**config.mk**
```make
export PLATFORM = sky130hd
export DESIGN_NAME = peripheral_operand_sequencer
export DESIGN_NICKNAME = d
export VERILOG_FILES = /design/src/rtl/peripheral_seq_pkg.sv /design/src/rtl/peripheral_result_serializer.sv /design/src/rtl/peripheral_operand_sequencer.sv
export SDC_FILE = /design/constraint.sdc
export NUM_CORES = 1
export LEC_CHECK = 0
export BUFFER_PORTS_ARGS = -buffer_cell sky130_fd_sc_hd__buf_2
export CAP_MARGIN = 30
export CORE_MARGIN = 3
export CORE_UTILIZATION = 50
export DETAILED_ROUTE_END_ITERATION = 12
export GPL_ROUTABILITY_DRIVEN = 0
export PLACE_DENSITY_LB_ADDON = 0.12
export SYNTH_ARGS = -nofsm -noshare
export SYNTH_HDL_FRONTEND = slang
export SYNTH_SLANG_ARGS = --single-unit
```
**constraint.sdc**
```tcl
create_clock -name clk -period 4.11 [get_ports clk]
set_clock_uncertainty 0.05 [all_clocks]
set_input_delay 0.411 -clock clk [delete_from_list [all_inputs] [get_ports clk]]
set_output_delay 0.411 -clock clk [all_outputs]
set_load 0.02 [all_outputs]
```
**src/rtl/peripheral_seq_pkg.sv**
```systemverilog
// Shared types and widths for the peripheral operand sequencer.
package peripheral_seq_pkg;

    typedef enum logic [2:0] {IDLE, LOAD, START, WAIT, SEND} seq_state_t;

    localparam int unsigned DEF_NBYTES    = 8;
    localparam int unsigned DEF_RES_BYTES = 4;
    localparam int unsigned IDX_W         = 4;
    localparam int unsigned BYTE_W        = 8;
    localparam int unsigned RES_W         = 32;

endpackage

```
**src/rtl/peripheral_result_serializer.sv**
```systemverilog
// Captures the ALU result and streams it out LSB-first over a valid/ready byte port.
module peripheral_result_serializer
    import peripheral_seq_pkg::*;
#(
    parameter int unsigned RES_BYTES = DEF_RES_BYTES
) (
    input  logic              clk,
    input  logic              reset,
    input  logic              load,
    input  logic [RES_W-1:0]  result,
    output logic [BYTE_W-1:0] tx_data,
    output logic              tx_valid,
    input  logic              tx_ready,
    output logic              last_accept
);

    localparam int unsigned K_W = (RES_BYTES > 1) ? $clog2(RES_BYTES) : 1;

    logic [RES_W-1:0] res_q;
    logic [K_W-1:0]   k_q;
    logic             tx_accept_c;

    assign tx_accept_c = tx_valid & tx_ready;
    assign last_accept = tx_accept_c & (k_q == K_W'(RES_BYTES - 1));

    // tx_data is loaded ahead of each handshake so it stays stable while stalled
    always_ff @(posedge clk) begin
        if (reset) begin
            res_q    <= '0;
            k_q      <= '0;
            tx_valid <= 1'b0;
            tx_data  <= '0;
        end else if (load) begin
            res_q    <= result;
            k_q      <= '0;
            tx_valid <= 1'b1;
            tx_data  <= result[BYTE_W-1:0];
        end else if (last_accept) begin
            tx_valid <= 1'b0;
            k_q      <= '0;
        end else if (tx_accept_c) begin
            k_q     <= k_q + K_W'(1);
            tx_data <= BYTE_W'(res_q >> (BYTE_W * (int'(k_q) + 1)));
        end
    end

endmodule

```
**src/rtl/peripheral_operand_sequencer.sv**
```systemverilog
// Operand-load / compute / result-return sequencer: byte stream in, operand
// register writes, ALU handshake, result bytes out.
module peripheral_operand_sequencer
    import peripheral_seq_pkg::*;
#(
    parameter int unsigned NBYTES         = DEF_NBYTES,
    parameter int unsigned RES_BYTES      = DEF_RES_BYTES,
    parameter int unsigned TIMEOUT_CYCLES = 1000
) (
    input  logic              clk,
    input  logic              reset,
    input  logic [BYTE_W-1:0] rx_data,
    input  logic              rx_valid,
    output logic              rx_ready,
    output logic [BYTE_W-1:0] inputdata,
    output logic              loaddata,
    output logic [IDX_W-1:0]  datainput_i,
    output logic              alu_start,
    input  logic              alu_done,
    input  logic [RES_W-1:0]  result_in,
    output logic [BYTE_W-1:0] tx_data,
    output logic              tx_valid,
    input  logic              tx_ready,
    output logic              busy,
    output logic              err_timeout
);

    localparam int unsigned CNT_W = $clog2(TIMEOUT_CYCLES + 1);

    seq_state_t       state, state_next;
    logic [IDX_W-1:0] idx, idx_next;
    logic [CNT_W-1:0] cnt, cnt_next;
    logic             load_c;
    logic             capture_c;
    logic             timeout_c;
    logic             last_accept;

    // Next-state, byte index and idle-timeout logic
    always_comb begin
        state_next = state;
        idx_next   = idx;
        cnt_next   = cnt;
        load_c     = 1'b0;
        capture_c  = 1'b0;
        timeout_c  = 1'b0;
        unique case (state)
            IDLE, LOAD: begin
                if (rx_valid && rx_ready) begin
                    load_c   = 1'b1;
                    cnt_next = '0;
                    if (idx == IDX_W'(NBYTES - 1)) begin
                        idx_next   = '0;
                        state_next = START;
                    end else begin
                        idx_next   = idx + IDX_W'(1);
                        state_next = LOAD;
                    end
                end else if (state == LOAD) begin
                    if (cnt == CNT_W'(TIMEOUT_CYCLES - 1)) begin
                        timeout_c  = 1'b1;
                        idx_next   = '0;
                        cnt_next   = '0;
                        state_next = IDLE;
                    end else if (cnt != '1) begin
                        cnt_next = cnt + CNT_W'(1);
                    end
                end
            end
            START: state_next = WAIT;
            WAIT: begin
                if (alu_done) begin
                    capture_c  = 1'b1;
                    state_next = SEND;
                end
            end
            SEND: begin
                if (last_accept) begin
                    state_next = IDLE;
                end
            end
            default: state_next = IDLE;
        endcase
    end

    // State and registered outputs; rx_ready/busy follow the next state
    always_ff @(posedge clk) begin
        if (reset) begin
            state       <= IDLE;
            idx         <= '0;
            cnt         <= '0;
            rx_ready    <= 1'b0;
            busy        <= 1'b0;
            alu_start   <= 1'b0;
            err_timeout <= 1'b0;
            loaddata    <= 1'b0;
            inputdata   <= '0;
            datainput_i <= '0;
        end else begin
            state       <= state_next;
            idx         <= idx_next;
            cnt         <= cnt_next;
            rx_ready    <= (state_next == IDLE) || (state_next == LOAD);
            busy        <= (state_next != IDLE);
            alu_start   <= (state == START);
            err_timeout <= timeout_c;
            loaddata    <= load_c;
            if (load_c) begin
                inputdata   <= rx_data;
                datainput_i <= idx;
            end
        end
    end

    peripheral_result_serializer #(
        .RES_BYTES(RES_BYTES)
    ) u_serializer (
        .clk        (clk),
        .reset      (reset),
        .load       (capture_c),
        .result     (result_in),
        .tx_data    (tx_data),
        .tx_valid   (tx_valid),
        .tx_ready   (tx_ready),
        .last_accept(last_accept)
    );

endmodule
```
==> impl.org <==
** Synth
- The number of nets in the synthesized netlist is 429.
- Number of synthesized register bits :: 69
- Mapped cell area :: 3040 µm²
- Count of flip-flops with a built-in enable after synthesis :: 0
- The top cell type by area accounts for 45.5% of the synthesized area.
- Mean Syn Cell Area :: 7.97 µm²
- The cell count after synthesis came out at 381.
- Sequential-to-total area share from yosys stat :: 45.5%
- Of all cell types, the one taking the most synthesized area is sky130_fd_sc_hd__dfxtp_1.
- Largest cells by area after synthesis :: sky130_fd_sc_hd__dfxtp_1, sky130_fd_sc_hd__nand2_1, sky130_fd_sc_hd__a21oi_1
- Of all flip-flops after synthesis, the portion carrying an async set or reset was 0%.
- The number of different library cells used by synthesis comes to 44.
- In the synthesized netlist the dominant register cell turns out to be sky130_fd_sc_hd__dfxtp_1.
- Number of warnings reported in the yosys synthesis log :: 0

** Cells and area
- Share of post-route cells with drive strength above 1 :: 21.2%
- The final layout contains 487 nets.
- Relative to the synthesized area, the layout overhead comes to 18.9%.
- Final Instance Count excl. Fillers :: 516
- Finished Core Util :: 63.6%
- The number of antenna diodes in the final layout is 0.

** Clock tree
- Counting every sink on the clock net gives 69.
- Clock Root Buffer :: sky130_fd_sc_hd__clkbuf_8
- Latest clock arrival within the worst-skew pair :: 0.35 ns
- Postcts setup bufs :: 0
- Clk slew on worst S/H paths :: 0.07 ns
- Clock tree synthesis inserted a total of 9 buffers.
- Count of cells resized by post-cts repair :: 0
- Largest buffer count on any clock path :: 2
- The clock tree synthesis step divided the H-tree into 3 levels.
- TritonCTS clock tree :: yes
- Hold-fix buffers at CTS :: 0

** Timing
- Subtracting the final worst setup slack from the clock period gives 2.30 ns.
- Dividing the final minimum period by the clock period gives 55.9%.
- Setup violators final :: 0
- RSZ-0062 raised after global routing :: false
- For the pin with the worst max-slew slack, the measured transition is 0.842 ns.
- In this run the tightest slew margin relative to its limit is 43.5%.
- The count of pins over their slew limit was 0.
- The final hold violation count was 0.
- Total negative slack :: 0 ns
- The tightest hold path in the finished design has a slack of 0.239 ns.
- Peak clock frequency supported by timing :: 436 MHz

** Floorplan
- Width of the chip :: 83.9 µm
- Overall die area :: 7040 µm²
- For this configuration, the core starts out at a cell density of 53.5%.
- 71 I/O pins were placed.
- From bottom edge to top edge, the die measures 83.9 µm.
- Row generation in the floorplan step produced 27 rows.
- Standard cell core area :: 5680 µm²

** Setup path
- The setup path with the least slack is of type reg -> reg.
- STA classifies the critical path endpoint as a flop.
- Of all nets on the critical path, the largest fanout is 29.
- Critical path launch point type :: flop
- Worst endpoint required time :: 4.34 ns
- Data arrives at the worst endpoint at 2.52 ns.

** Placed design
- Post-detailed-placement half-perimeter wirelength :: 4980 µm
- During placement, the flow inserted port buffers numbering 70.
- Counting tap cells, the placed design contains a total of 500 instances.

** GRT
- Total global routing track utilization :: 21.1%
- Pin count of the biggest net entering global routing :: 56
- Number of antenna violations at the first check in global routing :: 0
- The first global-routing pass estimated 12300 µm of wire.
- The via count of the first global-routing pass came to 2656.
- Summed over all layers, the global routing overflow is 0.

** Power
- Power spread over the standard cell area amounts to 380 nW/µm².
- Total power draw :: 0.00137 W
- Leak Pwr :: 1.35 nW
- Max VDD drop :: 0.239 mV

** Detailed routing
- In the routed design, unresolved DRC markers number 0.
- Dividing the detail-routed wire length by the instance count gives 13.8 µm.
- Number of vias in the routed layout :: 2852
- In the routed layout, each cell is associated on average with a via count of 5.53.
- The first routing iteration left 139 violations.
- Count of TritonRoute iterations in the first routing pass :: 4
- After detailed routing, the total wire length is 7110 µm.
- Once detail routing completed, the nets flagged for antenna violations numbered 0.

** Run status
- The run finished with clean final reports.

** Worst hold path
- Tightest Hold Check Type :: in -> reg

** Flow run
- Across the run, the number of max-cap violations was 0.
==> worst max-delay path, stage by stage, from the launching register on <==
cell	delay, ns
sky130_fd_sc_hd__dfxtp_1	0.49
sky130_fd_sc_hd__nand4b_1	0.52
sky130_fd_sc_hd__buf_4	0.42
sky130_fd_sc_hd__o21ai_1	0.33
sky130_fd_sc_hd__o221ai_1	0.23
sky130_fd_sc_hd__a21oi_1	0.18
==> cell type report <==
type,instances,area [µm²]
repair buffers,73,373
inverters,3,11.3
multi-input cells,283,1530
clock buffers,10,138
clock inverters,6,86.3
flip-flops and latches,69,1380
well taps,72,90.1
fillers,544,2070
==> cells by family (layout without fill, tap and decap cells) <==
| kind of cell | Yosys count | count (layout) | share of synthesized area [%] |
|---|---|---|---|
| adder cells (fa/ha/maj) | 3 | 3 | 1.24 |
| AND/OR/NAND/NOR | 168 | 168 | 26.4 |
| buffers and inverters | 29 | 92 | 4.08 |
| flip-flops | 69 | 69 | 45.5 |
| AO/OA/AOI/OAI | 102 | 102 | 19.5 |
| multiplexers | 10 | 10 | 3.30 |
==> registers in the layout (all words and copies together), names as in the netlist <==
signal / count
loaddata: 1
rx_ready: 1
u_serializer.tx_valid: 1
inputdata: 8
u_serializer.k_q: 2
u_serializer.res_q: 24
cnt: 10
idx: 4
busy: 1
alu_start: 1
datainput_i: 4
u_serializer.tx_data: 8
err_timeout: 1
state: 3
==> layer usage <==
layer	vias up	track usage (%)	routed length [µm]
met5	-	0	0
met4	0	7.31	101
met3	9	7.01	499
met2	78	31.5	3140
met1	1305	28.5	3360
li1	1460	-	-
==> power by group <==
group | leakage, nW | internal, W | total [W] | switching, W
logic | 0.683 | 0.0000288 | 0.0000737 | 0.0000449
clock network | 0.112 | 0.000357 | 0.000616 | 0.000259
registers | 0.558 | 0.000676 | 0.000682 | 0.00000635
==> through the flow <==
step                instance area, µm²  setup slack (ns)
detailed placement                3390              1.81
global route                      3610              1.59
finish                            3610              1.81
floorplan                         3040              2.39
global placement                  3390              1.92
CTS                               3610              1.79
==> cell usage in the layout, fill, tap and decap left out, drive strengths merged, types with 2 or more instances in the layout <==
master,synthesis,final
nand2,100,100
buf,11,73
o221ai,8,8
a311oi,3,3
a21o,2,2
nand3,9,9
or4,4,4
a31oi,2,2
nor3,7,7
nor2,18,18
bufinv,0,2
o31ai,5,5
inv,3,3
a21oi,62,62
nor4,3,3
clkinv,0,3
nand4,6,6
or3,3,3
and3b,2,2
and4bb,2,2
nor3b,2,2
or2,2,2
and2,3,3
ha,3,3
clkbuf,15,10
o21ai,14,14
nand4b,2,2
mux2i,10,10
dfxtp,69,69
==> cells in the mapped netlist, drive strengths merged, types with 4 or more instances <==
master    n
nand3     9
o221ai    8
o21ai    14
nand2   100
o31ai     5
or4       4
clkbuf   15
a21oi    62
nor2     18
nor3      7
nand4     6
mux2i    10
dfxtp    69
buf      11
==> path summary, 6_finish.rpt <==
check | from | endpoint | slack, ns | cells after the start
max reg2reg | state[0] | u_serializer.tx_data[3] | 1.81 | 5
max | state[0] | u_serializer.tx_data[3] | 1.81 | 5
min reg2reg | inputdata[7] | inputdata[7] | 0.40 | 2
min | rx_data[6] | inputdata[6] | 0.24 | 3
(Power assumes the default switching activity.)
